<file path="src/rtl/alu_share_arb_pkg.sv">
// Shared types and helpers for the round-robin ALU sharing arbiter.
// The ALU command encodings match the mips_16 ALU.
package alu_arb_pkg;

   localparam int ALU_CMD_W = 3;
   localparam int MAX_REQ   = 8;
   localparam int PTR_W     = 3;

   localparam logic [ALU_CMD_W-1:0] ALU_NC  = 3'd0;
   localparam logic [ALU_CMD_W-1:0] ALU_ADD = 3'd1;
   localparam logic [ALU_CMD_W-1:0] ALU_SUB = 3'd2;
   localparam logic [ALU_CMD_W-1:0] ALU_AND = 3'd3;
   localparam logic [ALU_CMD_W-1:0] ALU_OR  = 3'd4;
   localparam logic [ALU_CMD_W-1:0] ALU_XOR = 3'd5;
   localparam logic [ALU_CMD_W-1:0] ALU_SL  = 3'd6;
   localparam logic [ALU_CMD_W-1:0] ALU_SRU = 3'd7;

   typedef enum logic [1:0] {
      IDLE = 2'd0,
      EXEC = 2'd1,
      RESP = 2'd2
   } state_e;

   // First asserted valid at or after ptr, wrapping within the n live requesters.
   function automatic logic [PTR_W-1:0] next_rr(input logic [PTR_W-1:0] ptr,
                                                input logic [MAX_REQ-1:0] valid,
                                                input int unsigned n);
      logic [PTR_W-1:0] win;
      logic             found;
      int unsigned      idx;
      win   = ptr;
      found = 1'b0;
      for (int unsigned i = 0; i < MAX_REQ; i++) begin
         idx = 32'(ptr) + i;
         if (idx >= n) begin
            idx = idx - n;
         end else begin
            idx = idx;
         end
         if (i < n && !found && valid[idx[PTR_W-1:0]]) begin
            win   = idx[PTR_W-1:0];
            found = 1'b1;
         end else begin
            found = found;
         end
      end
      return win;
   endfunction

endpackage

</file>
<file path="src/rtl/alu_share_arb_if.sv">
// Request/response bus between the requesters and the shared-ALU arbiter.
interface alu_share_arb_if #(
   parameter int NUM_REQ = 2,
   parameter int IDW     = 3
) ();
   logic [NUM_REQ-1:0]    req_valid;
   logic [NUM_REQ-1:0]    req_ready;
   logic [16*NUM_REQ-1:0] req_a;
   logic [16*NUM_REQ-1:0] req_b;
   logic [3*NUM_REQ-1:0]  req_cmd;
   logic                  resp_valid;
   logic                  resp_ready;
   logic [IDW-1:0]        resp_id;
   logic [15:0]           resp_r;
   logic                  busy;

   modport master (
      output req_valid, req_a, req_b, req_cmd, resp_ready,
      input  req_ready, resp_valid, resp_id, resp_r, busy
   );

   modport slave (
      input  req_valid, req_a, req_b, req_cmd, resp_ready,
      output req_ready, resp_valid, resp_id, resp_r, busy
   );
endinterface

</file>
<file path="src/rtl/alu_share_arb_alu.sv">
// mips_16 16-bit ALU: purely combinational, unknown commands yield zero.
module alu
   import alu_arb_pkg::*;
(
   input  logic [15:0]          a,
   input  logic [15:0]          b,
   input  logic [ALU_CMD_W-1:0] cmd,
   output logic [15:0]          r
);

   // Function decode; shifts use the low four bits of b.
   always_comb begin
      r = 16'h0000;
      case (cmd)
         ALU_ADD: r = a + b;
         ALU_SUB: r = a - b;
         ALU_AND: r = a & b;
         ALU_OR:  r = a | b;
         ALU_XOR: r = a ^ b;
         ALU_SL:  r = a << b[3:0];
         ALU_SRU: r = a >> b[3:0];
         default: r = 16'h0000;
      endcase
   end

endmodule

</file>
<file path="src/rtl/alu_share_arb.sv">
// Round-robin arbiter that shares one ALU between NUM_REQ requesters,
// sequencing IDLE -> EXEC -> RESP with a registered, backpressured result.
module alu_share_arb
   import alu_arb_pkg::*;
#(
   parameter int NUM_REQ = 2,
   parameter int IDW     = 3
) (
   input  logic           clk,
   input  logic           rst,
   alu_share_arb_if.slave bus
);

   state_e               state_r;
   logic [PTR_W-1:0]     rr_ptr_r;
   logic [PTR_W-1:0]     id_r;
   logic [15:0]          a_r;
   logic [15:0]          b_r;
   logic [ALU_CMD_W-1:0] cmd_r;
   logic [15:0]          resp_r_r;
   logic [IDW-1:0]       resp_id_r;
   logic                 resp_valid_r;
   logic                 busy_r;

   logic [MAX_REQ-1:0]   valid_s;
   logic [PTR_W-1:0]     win_s;
   logic                 any_s;
   logic [NUM_REQ-1:0]   ready_s;
   logic [15:0]          a_sel_s;
   logic [15:0]          b_sel_s;
   logic [ALU_CMD_W-1:0] cmd_sel_s;
   logic [15:0]          alu_r_s;

   assign valid_s = MAX_REQ'(bus.req_valid);
   assign any_s   = |bus.req_valid;
   assign win_s   = next_rr(rr_ptr_r, valid_s, NUM_REQ);

   // Grant decode and operand mux for the current round-robin winner.
   always_comb begin
      ready_s   = '0;
      a_sel_s   = 16'h0000;
      b_sel_s   = 16'h0000;
      cmd_sel_s = 3'd0;
      for (int i = 0; i < NUM_REQ; i++) begin
         if (win_s == PTR_W'(i)) begin
            ready_s[i] = (state_r == IDLE) && rst && any_s;
            a_sel_s    = bus.req_a[16*i +: 16];
            b_sel_s    = bus.req_b[16*i +: 16];
            cmd_sel_s  = bus.req_cmd[3*i +: 3];
         end else begin
            ready_s[i] = 1'b0;
         end
      end
   end

   alu u_alu (
      .a   (a_r),
      .b   (b_r),
      .cmd (cmd_r),
      .r   (alu_r_s)
   );

   // Sequencer: capture the winner, run the ALU once, hold the result until taken.
   always_ff @(posedge clk or negedge rst) begin
      if (!rst) begin
         state_r      <= IDLE;
         rr_ptr_r     <= '0;
         id_r         <= '0;
         a_r          <= 16'h0000;
         b_r          <= 16'h0000;
         cmd_r        <= 3'd0;
         resp_r_r     <= 16'h0000;
         resp_id_r    <= '0;
         resp_valid_r <= 1'b0;
         busy_r       <= 1'b0;
      end else begin
         case (state_r)
            IDLE: begin
               if (any_s) begin
                  a_r     <= a_sel_s;
                  b_r     <= b_sel_s;
                  cmd_r   <= cmd_sel_s;
                  id_r    <= win_s;
                  busy_r  <= 1'b1;
                  state_r <= EXEC;
               end else begin
                  state_r <= IDLE;
               end
            end
            EXEC: begin
               // ALU_NC is forced to zero so the result is never X after synthesis.
               resp_r_r     <= (cmd_r == ALU_NC) ? 16'h0000 : alu_r_s;
               resp_id_r    <= IDW'(id_r);
               resp_valid_r <= 1'b1;
               rr_ptr_r     <= (id_r == PTR_W'(NUM_REQ - 1)) ? '0 : id_r + 3'd1;
               state_r      <= RESP;
            end
            RESP: begin
               if (bus.resp_ready) begin
                  resp_valid_r <= 1'b0;
                  busy_r       <= 1'b0;
                  state_r      <= IDLE;
               end else begin
                  state_r <= RESP;
               end
            end
            default: begin
               resp_valid_r <= 1'b0;
               busy_r       <= 1'b0;
               state_r      <= IDLE;
            end
         endcase
      end
   end

   assign bus.req_ready  = ready_s;
   assign bus.resp_valid = resp_valid_r;
   assign bus.resp_id    = resp_id_r;
   assign bus.resp_r     = resp_r_r;
   assign bus.busy       = busy_r;

endmodule

</file>
<file path="src/flat_wrapper.sv">
// flat-port wrapper written by rule: the top's interface ports become plain ports
module alu_share_arb_flat import alu_arb_pkg::*;
#(
   parameter int NUM_REQ = 2,
   parameter int IDW     = 3
)
  (clk, rst, bus_req_valid, bus_req_a, bus_req_b, bus_req_cmd, bus_resp_ready, bus_req_ready, bus_resp_valid, bus_resp_id, bus_resp_r, bus_busy);
  alu_share_arb_if #(.NUM_REQ(NUM_REQ), .IDW(IDW)) bus_i ();
  input  logic clk;
  input  logic rst;
  input wire logic [$bits(bus_i.req_valid)-1:0] bus_req_valid;
  input wire logic [$bits(bus_i.req_a)-1:0] bus_req_a;
  input wire logic [$bits(bus_i.req_b)-1:0] bus_req_b;
  input wire logic [$bits(bus_i.req_cmd)-1:0] bus_req_cmd;
  input wire logic [$bits(bus_i.resp_ready)-1:0] bus_resp_ready;
  output wire logic [$bits(bus_i.req_ready)-1:0] bus_req_ready;
  output wire logic [$bits(bus_i.resp_valid)-1:0] bus_resp_valid;
  output wire logic [$bits(bus_i.resp_id)-1:0] bus_resp_id;
  output wire logic [$bits(bus_i.resp_r)-1:0] bus_resp_r;
  output wire logic [$bits(bus_i.busy)-1:0] bus_busy;
  assign bus_i.req_valid = bus_req_valid;
  assign bus_i.req_a = bus_req_a;
  assign bus_i.req_b = bus_req_b;
  assign bus_i.req_cmd = bus_req_cmd;
  assign bus_i.resp_ready = bus_resp_ready;
  assign bus_req_ready = bus_i.req_ready;
  assign bus_resp_valid = bus_i.resp_valid;
  assign bus_resp_id = bus_i.resp_id;
  assign bus_resp_r = bus_i.resp_r;
  assign bus_busy = bus_i.busy;
  alu_share_arb #(.NUM_REQ(NUM_REQ), .IDW(IDW)) u_core (.clk(clk), .rst(rst), .bus(bus_i));
endmodule
</file>
<file path="config.mk">
export PLATFORM = sky130hd
export DESIGN_NAME = alu_share_arb_flat
export DESIGN_NICKNAME = d
export VERILOG_FILES = /design/src/rtl/alu_share_arb_pkg.sv /design/src/rtl/alu_share_arb_if.sv /design/src/rtl/alu_share_arb_alu.sv /design/src/rtl/alu_share_arb.sv /design/src/flat_wrapper.sv
export SDC_FILE = /design/constraint.sdc
export NUM_CORES = 1
export LEC_CHECK = 0
export ABC_AREA = 1
export ABC_CLOCK_PERIOD_IN_PS = 3200
export BUFFER_PORTS_ARGS = -buffer_cell sky130_fd_sc_hd__buf_2
export CAP_MARGIN = 20
export CELL_PAD_IN_SITES_DETAIL_PLACEMENT = 1
export CELL_PAD_IN_SITES_GLOBAL_PLACEMENT = 1
export CORE_UTILIZATION = 37
export DETAILED_ROUTE_END_ITERATION = 6
export PLACE_DENSITY_LB_ADDON = 0.1
export SLEW_MARGIN = 20
export SYNTH_ARGS = -nofsm -noshare
export SYNTH_HDL_FRONTEND = slang
export SYNTH_SLANG_ARGS = --single-unit
</file>
<file path="constraint.sdc">
create_clock -name clk -period 3.2 [get_ports clk]
set_input_delay 0.16 -clock clk [delete_from_list [all_inputs] [get_ports clk]]
set_output_delay 0.16 -clock clk [all_outputs]
set_load 0.01 [all_outputs]
</file>
==> impl_metrics.env, run 1 <==
export IMPL_status="finished, final reports clean"
export IMPL_area_growth_pct=15.38
export IMPL_yosysSeqAreaShare=0.2418
export IMPL_pwr_share_clk=0.112
export IMPL_clkTransAtPathRegs_ns=0.06
export IMPL_cts_resized=0
export IMPL_place_detailed_hpwl_um=18940
export IMPL_swShare=0.5730
export IMPL_yosys_warnings=0
export IMPL_cp_max_fo=4
export IMPL_grt_pass1_wl_um=39430
export IMPL_postSynthCellCount=1088
export IMPL_post_cts_buffers=0
export IMPL_final_common_cell="nand2_1"
export IMPL_cpPeakStageDelay_ns=0.40
export IMPL_overflow=0
export IMPL_first_global_vias=7488
export IMPL_die_w_um=135.8
export IMPL_max_freq_mhz=346.1
export IMPL_tns_ns=0
export IMPL_wl_um=24390
export IMPL_ctsHoldBuffers=0
export IMPL_nFillCells=2431
export IMPL_path_common_cell="nand2_1"
export IMPL_drive_above_1_share=0.1335
export IMPL_grt_start_max_net_pins=65
export IMPL_antenna_found_initial=0
export IMPL_p_comb_frac=0.713
export IMPL_fin_nets=1298
export IMPL_critical_path_slowest_cell="dfrtp_1"
export IMPL_cap_violations=0
export IMPL_intPower_mw=4.121
export IMPL_hp_class="in -> async"
export IMPL_crit_chain="inv_1, ha_1, nand3_1, nor2_1, inv_1, o31ai_2, and3_1, nor2_1, ha_1, nand2_1, nor2_1, and3_1, nand2_1, nand2_1, nand2_1, nand3_1, nand2_1, nand2_1, nand2_1"
export IMPL_layout_common_cells="441 x nand2_1, 149 x nand3_1, 97 x buf_2"
export IMPL_post_route_period_util=0.9029
export IMPL_cts_root_buffer="clkbuf_16"
export IMPL_slew_viol_final=0
export IMPL_ctsLongestPathBuffers=2
export IMPL_final_setup_skew_ns=0.008057
export IMPL_initial_core_util=0.3802
export IMPL_ant_nets=0
export IMPL_worstSetupStartpointType="register"
export IMPL_finalHoldViolCount=0
export IMPL_yosys_area_top_type="nand2_1"
export IMPL_p_leak_nw=4.304
export IMPL_insertion_delay_ns=0.35
export IMPL_grt_usage=0.2808
export IMPL_syn_area_um2=6623
export IMPL_wl_per_cell_um=17.41
export IMPL_synth_area_leaders="nand2_1 25%, dfrtp_1 24%, nand3_1 11%"
export IMPL_worstSetupPathType="reg -> reg"
export IMPL_p_switching_mw=5.530
export IMPL_drc=0
export IMPL_first_iter_violations=414
export IMPL_maxSlewHeadroom=0.4259
export IMPL_critPathArrivalTime_ns=3.12
export IMPL_die_h_um=135.8
export IMPL_cp_num_buf_inv=2
export IMPL_h_tree_depth=3
export IMPL_cts_tree="built"
export IMPL_ys_types=42
export IMPL_setup_viol=0
export IMPL_cts_buffers=9
export IMPL_critPathRequiredTime_ns=3.43
export IMPL_syn_num_nets=1215
export IMPL_cts_sinks=64
export IMPL_gp_congestion=0.9176
export IMPL_endpoint_kind="register"
export IMPL_path_delay_family="simple AND/OR/NAND/NOR gates"
export IMPL_antenna_cells=0
export IMPL_pwr_share_seq=0.175
export IMPL_whs_ns=0.1048
export IMPL_regArea_um2=1602
export IMPL_finalPower_mw=9.651
export IMPL_port_buffers=97
export IMPL_syn_avg_cell_area_um2=6.087
export IMPL_synth_ff_latch_count=64
export IMPL_dr_pass1_iters=4
export IMPL_finalCriticalPeriod_ns=2.889
export IMPL_core_um2=17420
export IMPL_vdd_drop_max_mv=0.6884
export IMPL_synth_top_area_frac=0.2500
export IMPL_num_vias=7416
export IMPL_power_density_nw_per_um2=1263
export IMPL_via_per_inst=5.293
export IMPL_tightest_slew_ns=0.8611
export IMPL_die_area_um2=18440
export IMPL_num_rows=48
export IMPL_ios=98
export IMPL_multiInputGateArea_um2=4398
## synth_stat cells, drive strengths merged
| master | n |
|---|---|
| nor3b | 1 |
| nand2 | 444 |
| o211ai | 11 |
| clkinv | 1 |
| o31ai | 3 |
| and3 | 2 |
| mux2i | 1 |
| a211oi | 2 |
| nand3b | 3 |
| clkbuf | 15 |
| and2 | 2 |
| xnor2 | 1 |
| o22ai | 2 |
| nor2 | 66 |
| o21a | 13 |
| ha | 51 |
| a21boi | 1 |
| fa | 1 |
| nor3 | 5 |
| dfrtp | 64 |
| inv | 95 |
| or2 | 9 |
| o21ai | 44 |
| xor2 | 14 |
| buf | 34 |
| a21o | 1 |
| nand3 | 150 |
| o21bai | 2 |
| a21oi | 40 |
| nand4 | 10 |
## area by class of cell
class	count	share of cell area
clock buffer	9	0.02947
timing repair buffer	121	0.08875
clock inverter	7	0.01261
sequential	64	0.2096
inverter	96	0.04716
tap	225	0.03684
multi-input combinational	879	0.5756
## flip-flops by register name, summed over array words and instances, names as in the netlist, 2 cells and up
register            flops
u_core.id_r             3
u_core.state_r          2
u_core.bus.resp_id      3
u_core.bus.resp_r      16
u_core.b_r             16
u_core.cmd_r            3
u_core.rr_ptr_r         3
u_core.a_r             16
## cell families (layout without fill, tap and decap cells)
logic type               after synthesis  count (layout)  share of synthesized area
XOR/XNOR                              15              15                    0.01984
AO/OA/AOI/OAI                        119             119                     0.1045
buffers and inverters                145             233                    0.09484
AND/OR/NAND/NOR                      692             692                     0.4381
flip-flops                            64              64                     0.2418
multiplexers                           1               1                   0.001511
adder cells (fa/ha/maj)               52              52                    0.09938
## through the flow
step                setup WS (ns)  utilization  cell area [µm²]  cells
floorplan                  0.1501            -             6623   1088
global placement           0.3162       0.4200             7315   1385
detailed placement         0.2263       0.4200             7315   1385
CTS                        0.2183       0.4384             7636   1401
global route             -0.01340       0.4387             7641   1401
finish                     0.3106       0.4387             7641   1401
## per-layer routing
layer  global-route usage  up-vias  routed length (µm)
li1                     -     3668                   -
met1               0.3657     3563               11390
met2               0.4756      155               11480
met3              0.03330       30                 865
met4              0.09800        0                 657
met5                    0        -                   0
## worst paths after layout
| path | from | end | slack [ns] | depth (start not counted) |
|---|---|---|---|---|
| setup / recovery | u_core.b_r[1] | u_core.bus.resp_r[15] | 0.31 | 19 |
| hold / removal | rst | u_core.b_r[9] | 0.10 | 2 |
| setup reg to reg | u_core.b_r[1] | u_core.bus.resp_r[15] | 0.31 | 19 |
| hold reg to reg | u_core.bus.resp_id[1] | u_core.bus.resp_id[1] | 0.46 | 2 |
| max in group asynchronous | rst | u_core.bus.resp_r[12] | 2.49 | 2 |
| min in group clk | bus_req_b[24] | u_core.b_r[8] | 0.13 | 5 |
## worst register-to-register path, cell delays in order (launching register included)
cell     delay (ns)
dfrtp_1        0.40
inv_1          0.10
ha_1           0.17
nand3_1        0.14
nor2_1         0.16
inv_1          0.08
o31ai_2        0.27
and3_1         0.21
nor2_1         0.04
ha_1           0.34
nand2_1        0.09
nor2_1         0.12
and3_1         0.16
nand2_1        0.05
nand2_1        0.14
nand2_1        0.08
nand3_1        0.08
nand2_1        0.05
nand2_1        0.05
nand2_1        0.05
## power by group through the flow
| stage | Clock, mW | Combinational [mW] | Sequential, mW |
|---|---|---|---|
| after CTS | 1.10 | 6.92 | 1.67 |
| final | 1.08 | 6.88 | 1.69 |
| after detailed placement | 0 | 6.86 | 1.68 |
| after global placement | 0 | 6.76 | 1.67 |
| after global routing | 1.13 | 7.85 | 1.72 |
| after floorplan | 0 | 5.04 | 1.49 |
Power figures use the tool's default switching activity.
==> run 2, diff against run 1 <==
--- a/config.mk
+++ b/config.mk
@@ -11,9 +11,11 @@
 export CAP_MARGIN = 20
 export CELL_PAD_IN_SITES_DETAIL_PLACEMENT = 1
 export CELL_PAD_IN_SITES_GLOBAL_PLACEMENT = 1
+export CORE_MARGIN = 2
 export CORE_UTILIZATION = 37
 export DETAILED_ROUTE_END_ITERATION = 6
-export PLACE_DENSITY_LB_ADDON = 0.1
+export MAX_ROUTING_LAYER = met4
+export PLACE_DENSITY_LB_ADDON = 0.05
 export SLEW_MARGIN = 20
 export SYNTH_ARGS = -nofsm -noshare
 export SYNTH_HDL_FRONTEND = slang
==> impl_metrics.env, run 2 (synthesis results as in run 1) <==
export IMPL_status="finished, final reports clean"
export IMPL_whs_ns=0.1352
export IMPL_fin_cells=1403
export IMPL_final_common_cell="nand2_1"
export IMPL_gp_congestion=0.9258
export IMPL_antenna_found_initial=0
export IMPL_maxSlewHeadroom=0.4528
export IMPL_post_cts_buffers=0
export IMPL_pwr_share_clk=0.097
export IMPL_ctsLongestPathBuffers=2
export IMPL_pwr_share_seq=0.175
export IMPL_tightest_slew_ns=0.8208
export IMPL_finalPower_mw=9.572
export IMPL_cts_root_buffer="clkbuf_16"
export IMPL_max_freq_mhz=345.5
export IMPL_tns_ns=0
export IMPL_drc=0
export IMPL_critPathArrivalTime_ns=3.13
export IMPL_p_switching_mw=5.594
export IMPL_dr_pass1_iters=5
export IMPL_grt_start_max_net_pins=69
export IMPL_finalCriticalPeriod_ns=2.895
export IMPL_num_rows=48
export IMPL_dp_slack_ns=0.1881
export IMPL_worstSetupPathType="reg -> reg"
export IMPL_endpoint_kind="register"
export IMPL_cts_sinks=64
export IMPL_swShare=0.5845
export IMPL_rsz0062_at_grt="false"
export IMPL_power_density_nw_per_um2=1256
export IMPL_place_detailed_hpwl_um=19290
export IMPL_antenna_cells=0
export IMPL_die_area_um2=18980
export IMPL_overflow=0
export IMPL_port_buffers=97
export IMPL_cts_buffers=9
export IMPL_cts_tree="built"
export IMPL_wl_per_cell_um=17.75
export IMPL_fin_nets=1300
export IMPL_post_route_period_util=0.9046
export IMPL_ios=98
export IMPL_first_global_vias=7570
export IMPL_initial_core_util=0.3802
export IMPL_clkTransAtPathRegs_ns=0.07
export IMPL_intPower_mw=3.977
export IMPL_hp_class="in -> reg"
export IMPL_setup_slack_ns=0.3054
export IMPL_insertion_delay_ns=0.35
export IMPL_wl_um=24900
export IMPL_layout_common_cells="441 x nand2_1, 149 x nand3_1, 97 x buf_2"
export IMPL_cp_max_fo=12
export IMPL_vdd_drop_max_mv=1.133
export IMPL_worstSetupStartpointType="register"
export IMPL_grt_usage=0.2833
export IMPL_num_vias=7388
export IMPL_final_setup_skew_ns=0.01085
export IMPL_setup_viol=0
export IMPL_drive_above_1_share=0.1350
export IMPL_place_inst=1386
export IMPL_cap_violations=0
export IMPL_via_per_inst=5.266
export IMPL_ant_nets=0
export IMPL_core_um2=17420
export IMPL_h_tree_depth=3
export IMPL_die_h_um=137.8
export IMPL_finalHoldViolCount=0
export IMPL_area_growth_pct=15.11
export IMPL_critPathRequiredTime_ns=3.44
export IMPL_die_w_um=137.8
export IMPL_slew_viol_final=0
export IMPL_grt_pass1_wl_um=39850
export IMPL_first_iter_violations=340
export IMPL_p_comb_frac=0.728
export IMPL_p_leak_nw=4.289
## run 2: changes by cell type in the layout (fill, tap and decap cells not counted), sizes merged
cell         before  now
clkinv            6    5
bufinv            2    0
clkinvlp          0    2
buf             121  122
dlygate4sd3       0    1
inv              95   96
## run 2: layout make-up
| type | count | area (µm²) |
|---|---|---|
| multi-input cells | 879 | 4412 |
| well taps | 225 | 281.5 |
| fillers | 2436 | 9793 |
| clock buffers | 9 | 225.2 |
| inverters | 96 | 360.3 |
| clock inverters | 7 | 47.55 |
| repair buffers | 123 | 695.7 |
| flip-flops and latches | 64 | 1602 |
## run 2: path summary, 6_finish.rpt
path | end | slack [ns] | depth (start not counted) | startpoint
min reg2reg | u_core.bus.resp_id[0] | 0.47 | 2 | u_core.bus.resp_id[0]
max reg2reg | u_core.bus.resp_r[11] | 0.31 | 18 | u_core.cmd_r[2]
min | u_core.b_r[3] | 0.14 | 5 | bus_req_b[19]
min in group asynchronous | u_core.a_r[11] | 0.45 | 2 | rst
max | u_core.bus.resp_r[11] | 0.31 | 18 | u_core.cmd_r[2]
max in group asynchronous | u_core.a_r[6] | 1.77 | 3 | rst
## run 2: worst max-delay path, cell delays in order (launching register included)
cell	delay (ns)
dfrtp_1	0.44
inv_1	0.12
nand3_2	0.19
buf_4	0.25
o31ai_2	0.09
xor2_1	0.23
inv_1	0.07
ha_1	0.36
nand2_1	0.13
nor2_1	0.11
nand2_1	0.06
nand2_1	0.15
nand3_1	0.12
nand2_1	0.08
nand2_1	0.05
nand3_1	0.14
nand2_1	0.08
nand2_1	0.06
nand2_1	0.05
## run 2: per-layer routing
metal	track usage	vias to the layer above	share of wire
met5	-	-	0
met4	0.1094	0	0.035
met3	0.03274	43	0.045
met2	0.4627	185	0.47
met1	0.3599	3498	0.45
li1	-	3662	-
## run 2: power by group through the flow
stage | sequential, mW | combinational, mW | clock [mW]
floorplan | 1.49 | 5.04 | 0
global placement | 1.66 | 6.83 | 0
detailed placement | 1.66 | 6.92 | 0
CTS | 1.66 | 6.98 | 0.954
global route | 1.72 | 7.94 | 0.982
finish | 1.67 | 6.97 | 0.927
## run 2: timing repair
item,4_1_cts,5_1_grt
hold endpoints to repair,28,0
hold buffers,1,0
resized for setup,0,3
endpoints found under the setup margin,0,5
## run 2: metrics by stage
stage               instance area, µm²  utilization
global placement                  7322       0.4204
finish                            7624       0.4377
global route                      7624       0.4377
detailed placement                7322       0.4204
floorplan                         6623            -
CTS                               7605       0.4366
